===== config.mk =====
export PLATFORM = sky130hd
export DESIGN_NAME = sw_step_conditioner
export DESIGN_NICKNAME = d
export VERILOG_FILES = /design/src/rtl/sw_step_conditioner.sv
export SDC_FILE = /design/constraint.sdc
export NUM_CORES = 1
export LEC_CHECK = 0
export CORE_UTILIZATION = 45
export CTS_CLUSTER_DIAMETER = 120
export DETAILED_ROUTE_END_ITERATION = 6
export GPL_ROUTABILITY_DRIVEN = 0
export PLACE_DENSITY_LB_ADDON = 0.08
export SLEW_MARGIN = 25
export SYNTH_ARGS = -nofsm -noshare
export SYNTH_HDL_FRONTEND = slang
export SYNTH_SLANG_ARGS = --single-unit

===== constraint.sdc =====
create_clock -name clk_50M -period 4.6 [get_ports clk_50M]
set_input_delay 0.69 -clock clk_50M [delete_from_list [all_inputs] [get_ports clk_50M]]
set_output_delay 0.69 -clock clk_50M [all_outputs]
set_load 0.02 [all_outputs]

===== src/rtl/sw_step_conditioner.sv =====
// Synchronizes and debounces the SW push-button and Mode switch, and turns
// button presses into single-cycle Step pulses with hold-to-auto-repeat.
module sw_step_conditioner #(
    parameter int DEBOUNCE_CYCLES = 1000000,
    parameter int HOLD_CYCLES     = 25000000,
    parameter int REPEAT_CYCLES   = 10000000
) (
    input  logic clk_50M,
    input  logic Reset,
    input  logic SW_raw,
    input  logic Mode_raw,
    output logic Mode,
    output logic SW_level,
    output logic Step
);
    // state    | meaning
    // S_IDLE   | waiting for a press edge of SW_level while in manual mode
    // S_HELD   | press Step issued, timing the hold delay
    // S_REPEAT | button still held, issuing a Step every REPEAT_CYCLES

    localparam int DW = $clog2(DEBOUNCE_CYCLES + 1);
    localparam int HW = $clog2(HOLD_CYCLES + 1);
    localparam int RW = $clog2(REPEAT_CYCLES + 1);

    localparam logic [DW-1:0] DB_LAST   = DW'(DEBOUNCE_CYCLES);
    localparam logic [HW-1:0] HOLD_LAST = HW'(HOLD_CYCLES - 1);
    localparam logic [RW-1:0] REP_LAST  = RW'(REPEAT_CYCLES - 1);

    typedef enum logic [1:0] {S_IDLE, S_HELD, S_REPEAT} state_t;

    logic          sw_sync1_q, sw_sync1_d, sw_sync2_q, sw_sync2_d;
    logic          mode_sync1_q, mode_sync1_d, mode_sync2_q, mode_sync2_d;
    logic [DW-1:0] sw_cnt_q, sw_cnt_d, mode_cnt_q, mode_cnt_d;
    logic          sw_level_q, sw_level_d, mode_q, mode_d;
    state_t        state_q, state_d;
    logic [HW-1:0] hold_cnt_q, hold_cnt_d;
    logic [RW-1:0] rep_cnt_q, rep_cnt_d;
    logic          step_q, step_d;
    logic          sw_rise;

    always_comb begin
        sw_sync1_d   = SW_raw;
        sw_sync2_d   = sw_sync1_q;
        mode_sync1_d = Mode_raw;
        mode_sync2_d = mode_sync1_q;

        sw_level_d = sw_level_q;
        sw_cnt_d   = '0;
        if (sw_sync2_q != sw_level_q) begin
            if (sw_cnt_q == DB_LAST) sw_level_d = ~sw_level_q;
            else                     sw_cnt_d   = sw_cnt_q + 1'b1;
        end

        mode_d     = mode_q;
        mode_cnt_d = '0;
        if (mode_sync2_q != mode_q) begin
            if (mode_cnt_q == DB_LAST) mode_d     = ~mode_q;
            else                       mode_cnt_d = mode_cnt_q + 1'b1;
        end

        // Decisions use the next debounced levels so Step lands on the same
        // edge as SW_level; a press counts only if Mode was and stays manual.
        sw_rise    = sw_level_d & ~sw_level_q;
        state_d    = state_q;
        hold_cnt_d = hold_cnt_q;
        rep_cnt_d  = rep_cnt_q;
        step_d     = 1'b0;

        if (mode_d || !sw_level_d) begin
            state_d = S_IDLE;
        end else begin
            case (state_q)
                S_IDLE: begin
                    if (sw_rise && !mode_q) begin
                        state_d    = S_HELD;
                        step_d     = 1'b1;
                        hold_cnt_d = '0;
                    end
                end
                S_HELD: begin
                    if (hold_cnt_q == HOLD_LAST) begin
                        state_d   = S_REPEAT;
                        step_d    = 1'b1;
                        rep_cnt_d = '0;
                    end else begin
                        hold_cnt_d = hold_cnt_q + 1'b1;
                    end
                end
                S_REPEAT: begin
                    if (rep_cnt_q == REP_LAST) begin
                        step_d    = 1'b1;
                        rep_cnt_d = '0;
                    end else begin
                        rep_cnt_d = rep_cnt_q + 1'b1;
                    end
                end
                default: state_d = S_IDLE;
            endcase
        end
    end

    always_ff @(posedge clk_50M or posedge Reset) begin
        if (Reset) begin
            sw_sync1_q   <= 1'b0;
            sw_sync2_q   <= 1'b0;
            mode_sync1_q <= 1'b1;
            mode_sync2_q <= 1'b1;
            sw_cnt_q     <= '0;
            mode_cnt_q   <= '0;
            sw_level_q   <= 1'b0;
            mode_q       <= 1'b1;
            state_q      <= S_IDLE;
            hold_cnt_q   <= '0;
            rep_cnt_q    <= '0;
            step_q       <= 1'b0;
        end else begin
            sw_sync1_q   <= sw_sync1_d;
            sw_sync2_q   <= sw_sync2_d;
            mode_sync1_q <= mode_sync1_d;
            mode_sync2_q <= mode_sync2_d;
            sw_cnt_q     <= sw_cnt_d;
            mode_cnt_q   <= mode_cnt_d;
            sw_level_q   <= sw_level_d;
            mode_q       <= mode_d;
            state_q      <= state_d;
            hold_cnt_q   <= hold_cnt_d;
            rep_cnt_q    <= rep_cnt_d;
            step_q       <= step_d;
        end
    end

    assign Mode     = mode_q;
    assign SW_level = sw_level_q;
    assign Step     = step_q;

endmodule

==> flow_metrics.py <==
metrics = {
    "status": {
        "status": "completed",
    },
    "detailed_routing": {
        "wl_met2_um": 5157,
        "drt-total-wl_um": 11210,
        "postRouteAntennaNets": 0,
        "wl_per_cell_um": 15.72,
        "dr_wl_met3_um": 232,
        "drt_first_pass_iters": 4,
        "route.top_layer_used": "met4",
        "drcViolationCount": 0,
        "dr_total_vias": 4182,
        "vias_per_cell": 5.865,
        "met1_length_um": 5688,
        "drtIter0Drc": 266,
    },
    "sta": {
        "finalSetupViolCount": 0,
        "finalCriticalPeriod_ns": 3.292,
        "hold_viol_final": 0,
        "timing.hold.ws_ns": 0.3592,
        "fin_skew_ns": 0.008851,
        "period_share_pct": 71.57,
        "slew_violations": 0,
        "fmax_mhz": 303.8,
        "rsz0062_at_grt": "no",
        "max_slew.worst_pin.slew_ns": 0.9698,
        "maxSlewHeadroom_pct": 34.75,
        "layout_setup_ws_ns": 1.308,
        "fin_setup_tns_ns": 0,
    },
    "logic_synthesis": {
        "yosys-top-cells-area": "dfrtp_1 (45%), o31ai_1 (5.8%), o21ai_0 (4.5%)",
        "async_reset_ff_share_pct": 100.0,
        "yosysTopAreaCell": "dfrtp_1",
        "synth-edff-count": 0,
        "ys_seq_elements": 98,
        "syn_avg_cell_area_um2": 9.318,
        "synth_cell_types": 52,
        "yosysWarnings": 0,
        "synth_top_area_share_pct": 45.08,
        "synth_area_mm2": 0.005274,
        "syn_inst": 566,
        "ys.flop_type": "dfrtp_1",
        "syn-num-nets": 576,
        "yosysSeqAreaShare_pct": 46.57,
    },
    "floorplan": {
        "die_w_um": 110.3,
        "io_pins": 7,
        "rows": 39,
        "die_area_mm2": 0.01216,
        "dieHeight_um": 110.3,
        "core_region_area_mm2": 0.01142,
        "floorplan.initialDensity_pct": 46.19,
    },
    "cts": {
        "clk_latency_ns": 0.35,
        "max-clock-path-buffers": 2,
        "cts_htree_levels": 3,
        "cts.hold.buffers_added": 0,
        "ctsResizeCount": 0,
        "cts_root_buf": "clkbuf_16",
        "numCtsBuffers": 9,
        "cts_tree": "built",
        "cts_setup_buffers": 0,
        "cts.sinks": 98,
        "path_clk_slew_ns": 0.07,
    },
    "power_and_ir_drop": {
        "swShare_pct": 22.75,
        "p_int_mw": 1.284,
        "power.switching_uw": 378.2,
        "clock_power_share_pct": 44.9,
        "cellLeakagePower_nw": 2.353,
        "irDropWorstVdd_uv": 170.3,
        "finalPower_mw": 1.662,
        "seqPwrFrac_pct": 52.6,
        "power_density_mw_per_mm2": 290.9,
        "combPwrFrac_pct": 2.5,
    },
    "cells_and_area": {
        "final_cells": 713,
        "seq_area_mm2": 0.002456,
        "multi_input_area_mm2": 0.002621,
        "diodes": 0,
        "area.growth.synth_to_final_pct": 8.351,
        "fin_util_pct": 50.04,
        "final_common_cell": "dfrtp_1",
        "layout_common_cells": "dfrtp_1 (95), nor2_1 (62), o21ai_0 (46)",
        "final_nets": 575,
        "drive_gt1_share_pct": 7.193,
        "fill_cells": 1091,
        "fin_area_mm2": 0.005714,
    },
    "critical_path": {
        "crit_arrival_ns": 3.56,
        "worstPathRequired_ns": 4.87,
        "crit_type": "reg -> reg",
        "slowest_delay_ns": 0.81,
        "startpoint_type": "flop",
        "crit_path_end_kind": "flop",
        "critPathMaxFanout": 32,
        "crit_chain": "inv_1 -> ha_1 -> or4b_2 -> nor4_1 -> a21boi_0 -> o211ai_4 -> o32ai_1 -> a21oi_1",
        "slowest_stage": "o211ai_4",
    },
    "placement": {
        "placed_area_mm2": 0.005399,
        "post-dp-hpwl_um": 7448,
        "place_ws_ns": 1.215,
        "port_buffers": 6,
        "dp.cells": 697,
    },
    "flow_run": {
        "max_cap_violations": 0,
    },
    "worst_hold_path": {
        "min_path_type": "reg -> reg",
    },
    "global_route": {
        "overflow": 0,
        "grt_pass1_vias": 3916,
        "grt_antenna_before_repair": 0,
        "track_usage_pct": 20.06,
        "grt_max_degree": 42,
        "grt_pass1_wl_um": 18980,
    },
}
-- routing by layer --
layer | global-route usage, % | up-vias
met5 | 0 | -
met4 | 6.767 | 0
met3 | 3.175 | 8
met2 | 31.41 | 49
met1 | 28.25 | 2053
li1 | - | 2072
-- final cells by class --
| type | instances | share of cell area (%) |
|---|---|---|
| Multi-Input combinational cell | 428 | 45.87 |
| Clock buffer | 11 | 4.423 |
| Clock inverter | 5 | 0.7883 |
| Inverter | 18 | 1.226 |
| Tap cell | 143 | 3.131 |
| Timing Repair Buffer | 10 | 1.577 |
| Sequential cell | 98 | 42.98 |
-- state kept, by name, summed over array words and instances, names as in the netlist --
register      flops
Mode              1
SW_level          1
Step              1
hold_cnt_q       25
mode_cnt_q       20
mode_sync1_q      1
mode_sync2_q      1
rep_cnt_q        24
state_q           2
sw_cnt_q         20
sw_sync1_q        1
sw_sync2_q        1
-- worst paths after layout --
path                               from             end  slack, ns  depth (start not counted)
max                         sw_cnt_q[0]   hold_cnt_q[4]       1.31                          8
min                        mode_sync1_q    mode_sync2_q       0.36                          0
max reg2reg                 sw_cnt_q[0]   hold_cnt_q[4]       1.31                          8
min reg2reg                mode_sync1_q    mode_sync2_q       0.36                          0
max in group asynchronous         Reset  hold_cnt_q[18]       3.13                          3
min in group asynchronous         Reset  mode_cnt_q[13]       0.65                          2
-- logic make-up after synthesis --
kind of cell	synth area share, %
and+or+nand+nor	25.03
AOI/OAI and AO/OA	17.34
DFF	46.57
buffers and inverters	4.152
xor gates and xnor gates	5.480
adders and majority gates	1.423
-- worst max-delay path: cells and delay by family (launching register included) --
family / cells / cell delay [ns]
AOI/OAI and AO/OA: 4 / 1.56
adders and majority gates: 1 / 0.13
buffers and inverters: 1 / 0.07
DFF: 1 / 0.42
and+or+nand+nor: 2 / 1.03
-- synth_stat cells (2+ instances only) --
library cell  number
and2_1             4
nor4b_1            2
nand3b_1           3
buf_6              8
clkbuf_1          11
nor2_1            62
o32ai_1            4
or2_2              3
nand4b_1           5
o41ai_1            4
or4_1              4
or4b_2             2
a21oi_1           20
ha_1               6
xor2_1            21
nand3_1           40
or4_4              2
buf_4              2
and4_1             8
o31ai_1           41
a31oi_1           13
dfrtp_1           95
nand2_1           42
a41oi_1            2
and3_1            22
or3_1              6
nor4_1             9
inv_1             18
nor3_1            10
nand4_1            7
dfstp_2            3
nor2b_1            3
o21ai_0           47
nand2b_1           8
xnor2_1           12
-- power groups by stage --
stage	registers, mW	clock network [mW]	logic [mW]
after global routing	0.875	0.804	0.0494
after detailed placement	0.891	0	0.0438
after CTS	0.874	0.774	0.0438
after floorplan	0.889	0	0.0295
after global placement	0.890	0	0.0432
final	0.874	0.747	0.0415
Note: power is estimated with default switching activity, not from simulation.
